--- src/rtl/apb_timer_pkg.sv ---
`default_nettype none
// ============================================================================
//  Module   : apb_timer_pkg
//  Brief    : Register offsets, CTRL field positions, ID default and the
//             register-select decode shared by the APB timer files.
//  Revision : 1.0 - initial release
// ============================================================================
package apb_timer_pkg;

    // Byte offsets of the register map (only PADDR[4:2] is decoded)
    localparam logic [4:0] c_OFF_CTRL    = 5'h00;
    localparam logic [4:0] c_OFF_VALUE   = 5'h04;
    localparam logic [4:0] c_OFF_RELOAD  = 5'h08;
    localparam logic [4:0] c_OFF_INTSTAT = 5'h0C;
    localparam logic [4:0] c_OFF_ID      = 5'h10;

    // CTRL field positions
    localparam int c_CTRL_EN         = 0;
    localparam int c_CTRL_IE         = 1;
    localparam int c_CTRL_ONESHOT    = 2;
    localparam int c_CTRL_PRESC_LSB  = 8;
    localparam int c_CTRL_PRESC_MSB  = 15;

    localparam logic [31:0] c_ID_DEFAULT = 32'h0001_7100;

    typedef enum logic [2:0] {
        SEL_NONE    = 3'd0,
        SEL_CTRL    = 3'd1,
        SEL_VALUE   = 3'd2,
        SEL_RELOAD  = 3'd3,
        SEL_INTSTAT = 3'd4,
        SEL_ID      = 3'd5
    } reg_sel_e;

    function automatic reg_sel_e decode_sel(input logic [4:0] off);
        reg_sel_e sel;
        case (off)
            c_OFF_CTRL:    sel = SEL_CTRL;
            c_OFF_VALUE:   sel = SEL_VALUE;
            c_OFF_RELOAD:  sel = SEL_RELOAD;
            c_OFF_INTSTAT: sel = SEL_INTSTAT;
            c_OFF_ID:      sel = SEL_ID;
            default:       sel = SEL_NONE;
        endcase
        return sel;
    endfunction

endpackage : apb_timer_pkg
`default_nettype wire

--- src/rtl/apb_timer_core.sv ---
`default_nettype none
// ============================================================================
//  Module   : apb_timer_core
//  Brief    : Prescaler, 32-bit down-counter with reload / one-shot handling
//             and the interrupt-set pulse.
//  Revision : 1.0 - initial release
// ============================================================================
module apb_timer_core (
    input  logic        clk,
    input  logic        rst,
    input  logic        i_en,
    input  logic [7:0]  i_prescale,
    input  logic        i_oneshot,
    input  logic [31:0] i_reload,
    input  logic        i_load,
    input  logic [31:0] i_load_value,
    input  logic        i_presc_clr,
    output logic [31:0] o_value,
    output logic        o_int_set,
    output logic        o_oneshot_stop
);

    logic [7:0]  r_presc;
    logic [31:0] r_value;
    logic        w_tick;
    logic        w_zero;

    assign w_tick = i_en & (r_presc == i_prescale);
    assign w_zero = (r_value == 32'd0);

    always_ff @(posedge clk) begin
        if (rst) begin
            r_presc <= '0;
            r_value <= '0;
        end else begin
            if (!i_en || i_presc_clr || w_tick) begin
                r_presc <= '0;
            end else begin
                r_presc <= r_presc + 8'd1;
            end

            // A software load beats the tick; in one-shot mode VALUE parks at 0
            if (i_load) begin
                r_value <= i_load_value;
            end else if (w_tick) begin
                if (!w_zero) begin
                    r_value <= r_value - 32'd1;
                end else if (!i_oneshot) begin
                    r_value <= i_reload;
                end
            end
        end
    end

    assign o_value        = r_value;
    assign o_int_set      = w_tick & w_zero;
    assign o_oneshot_stop = w_tick & w_zero & i_oneshot;

endmodule : apb_timer_core
`default_nettype wire

--- src/rtl/apb_timer.sv ---
`default_nettype none
// ============================================================================
//  Module   : apb_timer
//  Brief    : APB3 timer slave: decode, zero-wait writes, one-wait reads,
//             register storage and level interrupt.
//             Optional macro APB_PSTRB_EN adds the PSTRB byte-strobe port.
//  Revision : 1.0 - initial release
// ============================================================================
module apb_timer
    import apb_timer_pkg::*;
#(
    parameter int          ADDRWIDTH = 16,
    parameter int          DATAWIDTH = 32,
    parameter logic [31:0] ID_VALUE  = c_ID_DEFAULT
) (
    input  logic                 PCLK,
    input  logic                 PRESET,
    input  logic                 PSEL,
    input  logic                 PENABLE,
    input  logic [ADDRWIDTH-1:0] PADDR,
    input  logic                 PWRITE,
    input  logic [DATAWIDTH-1:0] PWDATA,
`ifdef APB_PSTRB_EN
    input  logic [3:0]           PSTRB,
`endif
    output logic [DATAWIDTH-1:0] PRDATA,
    output logic                 PREADY,
    output logic                 PSLVERR,
    output logic                 TIMERINT
);

    logic        r_en;
    logic        r_ie;
    logic        r_oneshot;
    logic [7:0]  r_prescale;
    logic [31:0] r_reload;
    logic        r_intstat;
    logic        r_rd_pend;
    logic [31:0] r_prdata;

    reg_sel_e    w_sel;
    logic [3:0]  w_strb;
    logic        w_access;
    logic        w_wr;
    logic        w_rd;
    logic        w_rd_first;
    logic        w_rd_done;
    logic        w_err;
    logic        w_wr_ok;
    logic        w_wr_ctrl;
    logic        w_wr_reload;
    logic        w_wr_intstat;
    logic        w_reload_load;
    logic        w_en_rise;
    logic [31:0] w_reload_next;
    logic [31:0] w_rd_data;
    logic [31:0] w_value;
    logic        w_int_set;
    logic        w_oneshot_stop;
    logic        w_unused;

    assign w_unused = ^{PADDR[ADDRWIDTH-1:5], PADDR[1:0]};

`ifdef APB_PSTRB_EN
    assign w_strb = PSTRB;
`else
    assign w_strb = 4'hF;
`endif

    assign w_sel      = decode_sel({PADDR[4:2], 2'b00});
    assign w_access   = PSEL & PENABLE & ~PRESET;
    assign w_wr       = w_access & PWRITE;
    assign w_rd       = w_access & ~PWRITE;
    assign w_rd_first = w_rd & ~r_rd_pend;
    assign w_rd_done  = w_rd & r_rd_pend;

    // VALUE and ID are read-only, so writing them is an error as well
    assign w_err = (w_sel == SEL_NONE) |
                   (PWRITE & ((w_sel == SEL_VALUE) | (w_sel == SEL_ID)));

    assign w_wr_ok      = w_wr & ~w_err;
    assign w_wr_ctrl    = w_wr_ok & (w_sel == SEL_CTRL);
    assign w_wr_reload  = w_wr_ok & (w_sel == SEL_RELOAD);
    assign w_wr_intstat = w_wr_ok & (w_sel == SEL_INTSTAT);

    assign w_reload_load = w_wr_reload & (|w_strb);
    assign w_en_rise     = w_wr_ctrl & w_strb[0] & PWDATA[c_CTRL_EN] & ~r_en;

    generate
        for (genvar b = 0; b < 4; b++) begin : g_reload_byte
            assign w_reload_next[8*b +: 8] = w_strb[b] ? PWDATA[8*b +: 8]
                                                       : r_reload[8*b +: 8];
        end
    endgenerate

    always_comb begin
        w_rd_data = '0;
        case (w_sel)
            SEL_CTRL: begin
                w_rd_data[c_CTRL_EN]                          = r_en;
                w_rd_data[c_CTRL_IE]                          = r_ie;
                w_rd_data[c_CTRL_ONESHOT]                     = r_oneshot;
                w_rd_data[c_CTRL_PRESC_MSB:c_CTRL_PRESC_LSB]  = r_prescale;
            end
            SEL_VALUE:   w_rd_data = w_value;
            SEL_RELOAD:  w_rd_data = r_reload;
            SEL_INTSTAT: w_rd_data = {31'd0, r_intstat};
            SEL_ID:      w_rd_data = ID_VALUE;
            default:     w_rd_data = '0;
        endcase
    end

    always_ff @(posedge PCLK) begin
        if (PRESET) begin
            r_en       <= 1'b0;
            r_ie       <= 1'b0;
            r_oneshot  <= 1'b0;
            r_prescale <= '0;
            r_reload   <= '0;
            r_intstat  <= 1'b0;
            r_rd_pend  <= 1'b0;
            r_prdata   <= '0;
        end else begin
            if (w_wr_ctrl && w_strb[0]) begin
                r_en      <= PWDATA[c_CTRL_EN];
                r_ie      <= PWDATA[c_CTRL_IE];
                r_oneshot <= PWDATA[c_CTRL_ONESHOT];
            end else if (w_oneshot_stop) begin
                r_en <= 1'b0;
            end

            if (w_wr_ctrl && w_strb[1]) begin
                r_prescale <= PWDATA[c_CTRL_PRESC_MSB:c_CTRL_PRESC_LSB];
            end

            if (w_reload_load) begin
                r_reload <= w_reload_next;
            end

            // Hardware set outranks a same-cycle software clear
            if (w_int_set) begin
                r_intstat <= 1'b1;
            end else if (w_wr_intstat && w_strb[0] && PWDATA[0]) begin
                r_intstat <= 1'b0;
            end

            r_rd_pend <= w_rd_first;
            if (w_rd_first) begin
                r_prdata <= w_rd_data;
            end
        end
    end

    apb_timer_core u_core (
        .clk            (PCLK),
        .rst            (PRESET),
        .i_en           (r_en),
        .i_prescale     (r_prescale),
        .i_oneshot      (r_oneshot),
        .i_reload       (r_reload),
        .i_load         (w_reload_load),
        .i_load_value   (w_reload_next),
        .i_presc_clr    (w_en_rise),
        .o_value        (w_value),
        .o_int_set      (w_int_set),
        .o_oneshot_stop (w_oneshot_stop)
    );

    assign PREADY   = w_wr | w_rd_done;
    assign PSLVERR  = (w_wr | w_rd_done) & w_err;
    assign PRDATA   = w_rd_done ? r_prdata : '0;
    assign TIMERINT = r_intstat & r_ie;

endmodule : apb_timer
`default_nettype wire

--- config.mk ---
export PLATFORM = sky130hd
export DESIGN_NAME = apb_timer
export DESIGN_NICKNAME = d
export VERILOG_FILES = /design/src/rtl/apb_timer_pkg.sv /design/src/rtl/apb_timer_core.sv /design/src/rtl/apb_timer.sv
export SDC_FILE = /design/constraint.sdc
export NUM_CORES = 1
export LEC_CHECK = 0
export CORE_ASPECT_RATIO = 1.25
export CORE_MARGIN = 3
export CORE_UTILIZATION = 45
export CTS_CLUSTER_SIZE = 8
export DETAILED_ROUTE_END_ITERATION = 8
export DONT_BUFFER_PORTS = 1
export MAX_ROUTING_LAYER = met4
export PLACE_DENSITY_LB_ADDON = 0.12
export SETUP_SLACK_MARGIN = 0.02
export SYNTH_ARGS = -nofsm -noshare
export SYNTH_HDL_FRONTEND = slang
export SYNTH_HIERARCHICAL = 1
export SYNTH_SLANG_ARGS = --single-unit
--- constraint.sdc ---
create_clock -name PCLK -period 3.2 [get_ports PCLK]
set_clock_uncertainty 0.1 [all_clocks]
set_input_delay 0.64 -clock PCLK [delete_from_list [all_inputs] [get_ports PCLK]]
set_output_delay 0.64 -clock PCLK [all_outputs]
set_load 0.005 [all_outputs]
==> out/metrics.csv <==
metric,value,unit
multiplexer share of the synthesized area,5.36,%
routed vias/inst,6.45,
die width,115,um
num rows,49,
wire length of the first global-routing pass,33.9,mm
Sequential Power Share,38.2,%
switching power,0.00101,W
maximum number of pins on one net before global-route repair,86,
maximum fanout along the worst path,13,
total congestion overflow,0,
internal power component,0.00286,W
setup repair after global routing missed its margin,no,
leading area contributor after synthesis,sky130_fd_sc_hd__dfxtp_1,
first-iteration detailed-routing DRC count,478,
number of antenna diodes,0,
worst hold path type,input pin to flip-flop,
total of endpoints with negative setup slack in the final report,0,
I/O Buffers,0,
number of gates resized after CTS,0,
arrival time worst endpoint,3170,ps
antenna violations before repair,0,
combinational family with the most area after synthesis,simple AND/OR/NAND/NOR gates,
distinct cell type count of the synthesized netlist,74,
Power Density,519,nW/um2
final critical delay including setup and external delays,2960,ps
kind of start point of the critical path,flip-flop,
Hold Path Depth,1,
Simple-Gate Fraction of Synth Area,25.6,%
net switching fraction of the power,26.1,%
syn_area_per_cell,8.64,um2
largest voltage drop on the vdd net,0.332,mV
clock latency at the later pin of the worst-skew pair,420,ps
final total negative setup slack,0,ps
Post-CTS Repair Setup Buffers,0,
share of the clock period used by the worst path after layout,92.5,%
"commonest cells after routing, fill and taps aside","117 x sky130_fd_sc_hd__dfxtp_1, 47 x sky130_fd_sc_hd__a21oi_1, 46 x sky130_fd_sc_hd__nor2_1",
CTS tree,built,
part of the power in combinational logic,10.7,%
"EDFF count, synth",0,
adder-cell share of the synthesized area,0.561,%
minimum setup slack among reg-to-reg paths,240,ps
most frequently used flop master after synthesis,sky130_fd_sc_hd__dfxtp_1,
number of buffers inserted during clock tree synthesis,17,
top-level port count,88,
instance count of the mapped netlist,775,
final count of hold timing violations,0,
ranking of synthesized cells by area,"sky130_fd_sc_hd__dfxtp_1 35%, sky130_fd_sc_hd__and2_1 3.7%, sky130_fd_sc_hd__a21oi_1 3.5%",
count of antenna-violating nets left after detailed routing,0,
Worst Slack Setup Final,241,ps
Clock Power Share,51.1,%
end of the worst register-to-register path,u_core/o_value[7],
aggregate routed wire length,22.0,mm
layout overhead on the synthesized area,11.5,%
required time of the critical path,3410,ps
hold endpoint,r_reload[21],
final count of pins violating max slew,0,
worst-case setup slack after placement,245,ps
Detailed Routing Iterations Pass 1,5,
LEAKAGE,2.67,nW
detailed-route DRC error count,0,
complex-gate fraction of the synthesized area,23.8,%
vias in the first global route,6078,
area of the die,16400,um2
Critical R2R Launch,u_core/o_value[0],
# nets final,817,
GR Util All Layers,27.8,%
share of synthesized area occupied by flip-flops and latches,35.0,%
Maximum Capacitance Violations,0,
fill count,1439,
clock tree root driver cell,sky130_fd_sc_hd__clkbuf_16,
Netlist Area Pre-Place,6700,um2
layout cells sized above 1,13.4,%
clock edge transition at the registers on the reported setup and hold paths,60,ps
Post-synth ARST share,0,%
Detailed Place HPWL,15.1,mm
overall via count from detail_route,6141,
CP Capture Type,flip-flop,
status,"complete, no violations",
die extent in y,142,um
total of flip-flops plus latches after synthesis,117,
Max clock buf depth,2,
Max H-tree Level,4,
Relative slew margins,14.5,%
Max Clock Freq,338,MHz
transition at the pin with the smallest max-transition slack,1270,ps
count of cells along the worst register-to-register path,8,
Setup Crit Path Kind,flip-flop to flip-flop,
effective utilization at floorplan,46.3,%
tightest hold margin,197,ps
finished layout cell area,7470,um2
Synth top area share,35.0,%
yosys warns,6,
"leading cell type in the layout, fill and taps excluded",sky130_fd_sc_hd__dfxtp_1,
hold_buf cts,0,
Sink Count,117,
cell area reported after detailed placement,6850,um2
Tot Pwr,0.00388,W
WL per Instance,23.2,um
placer congestion estimate,0.884,
Syn Nets,831,
startpoint of the tightest hold check path,PRESET,
xor/xnor cell area share of the yosys netlist,4.06,%
CORE AREA,14500,um2
==> synth_stat cells (6+ instances only) <==
library cell                  n
sky130_fd_sc_hd__or3_1       11
sky130_fd_sc_hd__o31ai_1     23
sky130_fd_sc_hd__o21ai_1      7
sky130_fd_sc_hd__clkbuf_1    35
sky130_fd_sc_hd__mux2_1       8
sky130_fd_sc_hd__xnor2_1     17
sky130_fd_sc_hd__nor3_1      19
sky130_fd_sc_hd__nand2_1     39
sky130_fd_sc_hd__inv_1       19
sky130_fd_sc_hd__nor2b_1     24
sky130_fd_sc_hd__buf_2       21
sky130_fd_sc_hd__a22oi_1     20
sky130_fd_sc_hd__mux2i_1     10
sky130_fd_sc_hd__a21oi_1     47
sky130_fd_sc_hd__o211ai_1    11
sky130_fd_sc_hd__o2bb2ai_1   25
sky130_fd_sc_hd__nand3_1     17
sky130_fd_sc_hd__o21ai_0     18
sky130_fd_sc_hd__nand4_1     24
sky130_fd_sc_hd__and3b_1      9
sky130_fd_sc_hd__dfxtp_1    117
sky130_fd_sc_hd__nor4_1      10
sky130_fd_sc_hd__mux2_2      13
sky130_fd_sc_hd__nand2b_1     6
sky130_fd_sc_hd__a311oi_1    14
sky130_fd_sc_hd__or4_1        8
sky130_fd_sc_hd__a31oi_1      8
sky130_fd_sc_hd__and2_1      40
sky130_fd_sc_hd__nor2_1      46
sky130_fd_sc_hd__a2bb2oi_1    7
sky130_fd_sc_hd__and3_1       6
sky130_fd_sc_hd__xor2_1      14
==> worst max-delay path, cell delays in order (launching register included) <==
cell and delay [ps]:
sky130_fd_sc_hd__dfxtp_1 350, sky130_fd_sc_hd__inv_1 110, sky130_fd_sc_hd__ha_1 140, sky130_fd_sc_hd__or4b_4 490
sky130_fd_sc_hd__nand2b_1 210, sky130_fd_sc_hd__or4_1 560, sky130_fd_sc_hd__and2_1 360, sky130_fd_sc_hd__or3_1 390
sky130_fd_sc_hd__o2111a_1 140
==> power by group through the flow <==
stage | clock (W) | combinational, W | sequential, W
final | 0.00198 | 0.000414 | 0.00148
after global routing | 0.00208 | 0.000451 | 0.00148
after floorplan | 0 | 0.000329 | 0.00151
after global placement | 0 | 0.000403 | 0.00151
after detailed placement | 0 | 0.000405 | 0.00151
after CTS | 0.00201 | 0.000406 | 0.00148
==> metrics by stage <==
step           std cells  utilization [%]
2_1_floorplan        775                -
3_5_place_dp         920             47.4
3_3_place_gp         920             47.4
4_1_cts              952             51.6
5_1_grt              952             51.6
6_report             952             51.6
==> sequential cells by signal, summed over array words and instances (netlist names) <==
signal	count
r_en	1
r_oneshot	1
u_core/r_presc	8
r_prdata	32
u_core/o_value	32
r_intstat	1
r_reload	32
r_rd_pend	1
r_ie	1
r_prescale	8
==> logic make-up (layout without fill, tap and decap cells) <==
kind of cell               after synthesis  after routing
muxes                                   32             32
and+or+nand+nor                        287            287
xor gates and xnor gates                31             31
DFF                                    117            117
adders and majority gates                3              3
buffers and inverters                   83             82
AOI/OAI and AO/OA                      222            222
==> worst max path at each step <==
| stage | start | endpoint | slack [ps] | cells past startpoint |
|---|---|---|---|---|
| 5_1_grt | u_core/o_value[0] | u_core/o_value[7] | 140 | 8 |
| 4_1_cts | u_core/o_value[0] | u_core/o_value[7] | 250 | 8 |
| 3_5_place_dp | u_core/o_value[0] | u_core/o_value[7] | 250 | 8 |
| 2_1_floorplan | PENABLE | u_core/o_value[27] | 360 | 10 |
| 6_report | u_core/o_value[0] | u_core/o_value[7] | 240 | 8 |
| 3_3_place_gp | u_core/o_value[0] | u_core/o_value[6] | 330 | 8 |
==> layout make-up <==
| class | instances | area [um2] | share of cell area, % |
|---|---|---|---|
| clock buffer | 18 | 439 | 5.88 |
| tap | 178 | 223 | 2.98 |
| timing repair buffer | 31 | 233 | 3.12 |
| clock inverter | 14 | 175 | 2.35 |
| sequential | 117 | 2340 | 31.4 |
| multi-input combinational | 575 | 3980 | 53.4 |
| inverter | 19 | 71.3 | 0.955 |
==> routing by layer <==
layer  global-route usage [%]  wire, um  share of wire [%]  vias to the layer above
met2                     46.3     11000                 50                      220
met4                     13.4       892                4.0                        0
met1                     31.6      8940                 41                     2998
li1                         -         -                  -                     2881
met5                        -         0                  0                        -
met3                     5.95      1220                5.5                       42
Power figures use the tool's default switching activity.
